$ cat config.mk
export PLATFORM = sky130hd
export DESIGN_NAME = store_merge_unit
export DESIGN_NICKNAME = d
export VERILOG_FILES = /design/src/rtl/store_merge_unit.sv
export SDC_FILE = /design/constraint.sdc
export NUM_CORES = 1
export LEC_CHECK = 0
export ABC_AREA = 1
export BUFFER_PORTS_ARGS = -buffer_cell sky130_fd_sc_hd__buf_2
export CAP_MARGIN = 20
export CORE_UTILIZATION = 55
export DETAILED_ROUTE_END_ITERATION = 8
export PLACE_DENSITY = 0.86
export SLEW_MARGIN = 20
export SYNTH_ARGS = -nofsm -noshare
export SYNTH_HDL_FRONTEND = slang
export SYNTH_SLANG_ARGS = --single-unit
export TNS_END_PERCENT = 5
$ cat constraint.sdc
create_clock -name clk -period 8.6 [get_ports clk]
set_input_delay 1.29 -clock clk [delete_from_list [all_inputs] [get_ports clk]]
set_output_delay 1.29 -clock clk [all_outputs]
set_load 0.01 [all_outputs]
$ cat src/rtl/store_merge_unit.sv
// store_merge_unit: read-modify-write engine that merges byte/half/word/dword stores into memory words
module store_merge_unit #(
    parameter int DATA_WIDTH   = 32,
    parameter int ADDR_WIDTH   = 32,
    parameter int READ_LATENCY = 1
) (
    input  logic                  clk,
    input  logic                  reset,
    input  logic                  start,
    input  logic [1:0]            size,
    input  logic [ADDR_WIDTH-1:0] addr,
    input  logic [DATA_WIDTH-1:0] b_in,
    output logic                  busy,
    output logic                  done,
    output logic                  misaligned,
    output logic [ADDR_WIDTH-1:0] mem_addr,
    output logic                  mem_rd,
    output logic                  mem_wr,
    output logic [DATA_WIDTH-1:0] mem_wdata,
    input  logic [DATA_WIDTH-1:0] mem_rdata
);
    localparam int NB = DATA_WIDTH / 8;
    localparam int OW = $clog2(NB);

    typedef enum logic [2:0] {IDLE, READ, WAIT, WRITE, DONE, ERR} state_t;
    state_t state, state_n;

    logic [1:0]            size_q;
    logic [ADDR_WIDTH-1:0] addr_q;
    logic [DATA_WIDTH-1:0] bin_q, rdata_q, bmask, merged;
    logic [2:0]            cnt;
    logic [OW-1:0]         off_in, off_q;
    logic                  mis_in, full_in, wait_last;

    assign off_in    = addr[OW-1:0];
    assign off_q     = addr_q[OW-1:0];
    assign wait_last = cnt == 3'(READ_LATENCY - 1);
    assign full_in   = (DATA_WIDTH == 32) ? size == 2'b10 : size == 2'b11;
    assign mis_in    = size == 2'b01 ? off_in[0] :
                       size == 2'b10 ? |off_in[1:0] :
                       size == 2'b11 ? (DATA_WIDTH == 32) || |off_in : 1'b0;

    // A full-width store yields an all-ones mask, so the stale captured word drops out entirely
    always_comb begin
        for (int i = 0; i < NB; i++)
            bmask[i*8 +: 8] = {8{(i >= int'(off_q)) && (i < int'(off_q) + (1 << size_q))}};
        merged = (rdata_q & ~bmask) | ((bin_q << {off_q, 3'b000}) & bmask);
    end

    always_ff @(posedge clk or posedge reset)
        if (reset) state <= IDLE;
        else       state <= state_n;

    always_comb begin
        state_n    = state;
        busy       = state != IDLE;
        done       = 1'b0;
        misaligned = 1'b0;
        mem_rd     = 1'b0;
        mem_wr     = 1'b0;
        case (state)
            IDLE:  state_n = !start ? IDLE : mis_in ? ERR : full_in ? WRITE : READ;
            READ:  begin mem_rd = 1'b1; state_n = WAIT; end
            WAIT:  state_n = wait_last ? WRITE : WAIT;
            WRITE: begin mem_wr = 1'b1; state_n = DONE; end
            DONE:  begin done = 1'b1; state_n = IDLE; end
            ERR:   begin misaligned = 1'b1; state_n = IDLE; end
            default: state_n = IDLE;
        endcase
    end

    assign mem_addr  = (mem_rd || mem_wr) ? {addr_q[ADDR_WIDTH-1:OW], {OW{1'b0}}} : '0;
    assign mem_wdata = mem_wr ? merged : '0;

    always_ff @(posedge clk or posedge reset)
        if (reset) begin
            size_q  <= '0;
            addr_q  <= '0;
            bin_q   <= '0;
            rdata_q <= '0;
            cnt     <= '0;
        end else begin
            if (state == IDLE && start) begin
                size_q <= size;
                addr_q <= addr;
                bin_q  <= b_in;
            end
            if (state == WAIT && wait_last) rdata_q <= mem_rdata;
            cnt <= (state == WAIT && !wait_last) ? cnt + 3'd1 : 3'd0;
        end
endmodule

==> results by group <==
Synthesis
  – Top cell type's share of synthesized area: 49.7%
  – Post-synth top flop: dfrtp_1
  – Sequential cell area fraction in the yosys report: 49.7%
  – Synth warn: 0
  – FFs w/ async S/R, synth: between 90% and 100%
  – Largest cells by area after synthesis: dfrtp_1, nand2_1, nor2_1
  – FF+latch count, synth: 104
  – Area leader, netlist: dfrtp_1
  – Syn Area/Cell: 7.99 um^2
  – Syn Inst Count: 656
  – Post-synth EDFFs: 0
  – Mapped Area: 5240 um^2
  – Synth cell types: 29

Setup path
  – WP data required: 7.31 ns
  – WP data arrival: 3.11 ns
  – Cell family with most CP delay: simple AND/OR/NAND/NOR gates
  – CP Capture Type: output port
  – CP startpoint kind: flop
  – Flop2flop setup slack: 5.95 ns
  – R2r worst-path depth: 6
  – R2r endpoint: addr_q[11]$_DFFE_PP0P_
  – R2r startpoint: state[2]$_DFF_PP0_
  – CP Class: reg -> out
  – Crit Path Max Fanout: 26
  – Critical Path Max Stage Delay: 0.61 ns
  – CP Buf/Inv Count: 3
  – CP Cell Sequence: inv_2 > fa_1 > inv_1 > nand3_1 > nand2_1 > nand3_1 > nand3b_1 > nand2_1 > nor2_1 > buf_2
  – Slowest cell on crit path: dfrtp_1

Layout
  – Layout cells sized above 1: 27.2%
  – Nets: 909
  – Commonest cells after routing, fill and taps aside: nand2_1, buf_2, dfrtp_1, nor2_1, o21ai_0
  – Layout Area Growth over Synthesis: 20.9%
  – Commonest non-fill, non-tap cell in the layout: nand2_1
  – Fill count: roughly 770
  – Post-route core utilization: 68.5%

Drt
  – WL per Instance: 13.8 um
  – DR WL met3: roughly 940 um
  – Routed vias: between 4000 and 5000
  – WL met2: 6.08 mm
  – Top Metal Used: met5
  – DRC: 0
  – Wl on met1: 5.49 mm
  – ANT nets after route: 0
  – Drt via density: 5.12
  – Drt initial violations: 287
  – DR pass1 iterations: 7
  – WL final: 12.9 mm

Global route
  – Initial antenna violation count: 1
  – Vias in the first global route: about 4600
  – Pin count of the biggest net entering global routing: 58
  – Total GRT Usage: a little over a quarter
  – Aggregate global routing overflow: 0
  – First-pass GRT wire length: 21.2 mm

CTS
  – CTS Root Cell: clkbuf_8
  – CTS H-tree lvls: 3
  – CTS clk-pin slew, worst paths: ~0.1 ns
  – Post-CTS setup buffer count: 0
  – # hold bufs at CTS: 0
  – CTS tree: done
  – Max clock buf depth: 2
  – Post-CTS resize count: 0
  – Cts bufs inserted: 9
  – Clock Sink Count: between 100 and 150
  – Clock Latency Late Sink: about 0.38 ns

STA
  – RSZ-0062 raised after global routing: no
  – Final period util: roughly half
  – Peak Freq: 227 MHz
  – Slew Limit Fails: 0
  – Worst-Margin Slew: approximately 0.93 ns
  – Final hold violations: 0
  – Final setup violating endpoints: 0
  – Setup TNS: 0 ns
  – Rel. slew slack: 37.9%
  – Period minus WS final: 4.40 ns
  – Worst Clk Skew: 0.0108 ns

Flow run
  – Maxcap violations: 0

Hold path
  – Hold_sp: cnt[0]$_DFF_PP0_
  – Hold Path Cell Cnt: 1
  – Worst hold endpoint: cnt[0]$_DFF_PP0_
  – Tightest Hold Check Type: reg -> reg

Die
  – Die height: about 100 um
  – Row count: 35
  – Io pins: 170
  – Area of the die: between 9000 and 10000 um^2
  – Core Region: 9240 um^2
  – Initial core utilization: 56.7%
  – Die Width: 99.6 um

Pwr
  – Clock share of power: 15.2%
  – Switching Power: 1060 uW
  – Int Power: 1370 uW
  – Sequential power share: a little over a third
  – Combinational Power Share: between 40% and 50%
  – Switch share: around 44%
  – Leakage: 0.00346 uW
  – Pwr Density: 384 nW/um^2
  – Peak VDD IR: 0.000175 V

Place
  – Placer Congestion: 0.943
  – # port buffers: 167
  – DP Wirelength: 9.55 mm

Outcome
  – Status: completed
## routing by layer
| metal | global-route usage [%] | vias up |
|---|---|---|
| li1 | - | 2352 |
| met1 | 34.8 | 2220 |
| met2 | 44.1 | 190 |
| met3 | 6.61 | 38 |
| met4 | 12.8 | 2 |
| met5 | 0 | - |
## power groups by stage
stage | combinational (uW) | sequential [uW] | clock (uW)
6_report | 1180 | 881 | 369
2_1_floorplan | 920 | 818 | 0
3_3_place_gp | 1130 | 876 | 0
3_5_place_dp | 1170 | 883 | 0
5_1_grt | 1340 | 904 | 390
4_1_cts | 1180 | 876 | 372
## area by class of cell
class	count	area, um^2	share of cell area [%]
Sequential cell	104	2600	41.1
Multi-Input combinational cell	451	2210	34.9
Timing Repair Buffer	170	858	13.6
Inverter	67	254	4.01
Tap cell	129	161	2.55
Clock buffer	11	141	2.23
Clock inverter	5	104	1.64
Antenna cell	1	2.50	0.0395
## through the flow
stage / hold WS [ns] / instance area [um^2] / total power, uW / setup slack [ns] / std cells
6_report: 0.481 / 6330 / 2430 / 4.20 / 938
5_1_grt: 0.522 / 6330 / 2630 / 3.86 / 937
4_1_cts: 0.489 / 6330 / 2430 / 4.21 / 937
3_5_place_dp: 0.476 / 6080 / 2060 / 4.64 / 921
3_3_place_gp: 0.446 / 6080 / 2010 / 4.89 / 921
2_1_floorplan: 0.432 / 5240 / 1740 / 4.58 / 657
## synthesized netlist by cell type, types with 6 or more instances
cell type    n
nand2_1    187
dfrtp_1    104
nor2_1     101
o21ai_0     65
inv_1       63
a21oi_1     21
mux2_2      18
clkbuf_1    15
buf_2       13
nand3_1     13
mux2_4       9
a22oi_1      7
nand3b_1     6
## sequential cells by signal, indices dropped and copies added (netlist names)
signal   count
size_q       2
cnt          3
addr_q      32
bin_q       32
rdata_q     32
state        3
## cells by family (layout without fill, tap and decap cells)
family / Yosys count / in the layout / synth area share (%)
mux: 27 / 27 / 6.45
simple gates: 313 / 313 / 23.5
xor+xnor: 1 / 1 / 0.167
compound gates: 103 / 103 / 10.5
buf+inv: 102 / 253 / 8.26
other cells: 1 / 3 / 0.0716
flops: 104 / 104 / 49.7
fa+ha+maj: 5 / 5 / 1.34
## how the worst max path moves through the flow
stage / start / endpoint / slack [ns] / cells past startpoint
6_report: addr_q[1]$_DFFE_PP0P_ / mem_wdata[12] / 4.20 / 10
5_1_grt: addr_q[1]$_DFFE_PP0P_ / mem_wdata[10] / 3.86 / 10
2_1_floorplan: reset / addr_q[0]$_DFFE_PP0P_ / 4.58 / 1
4_1_cts: addr_q[1]$_DFFE_PP0P_ / mem_wdata[12] / 4.21 / 10
3_3_place_gp: addr_q[1]$_DFFE_PP0P_ / mem_wdata[11] / 4.89 / 10
3_5_place_dp: addr_q[1]$_DFFE_PP0P_ / mem_wdata[12] / 4.64 / 10
Power figures use the tool's default switching activity.
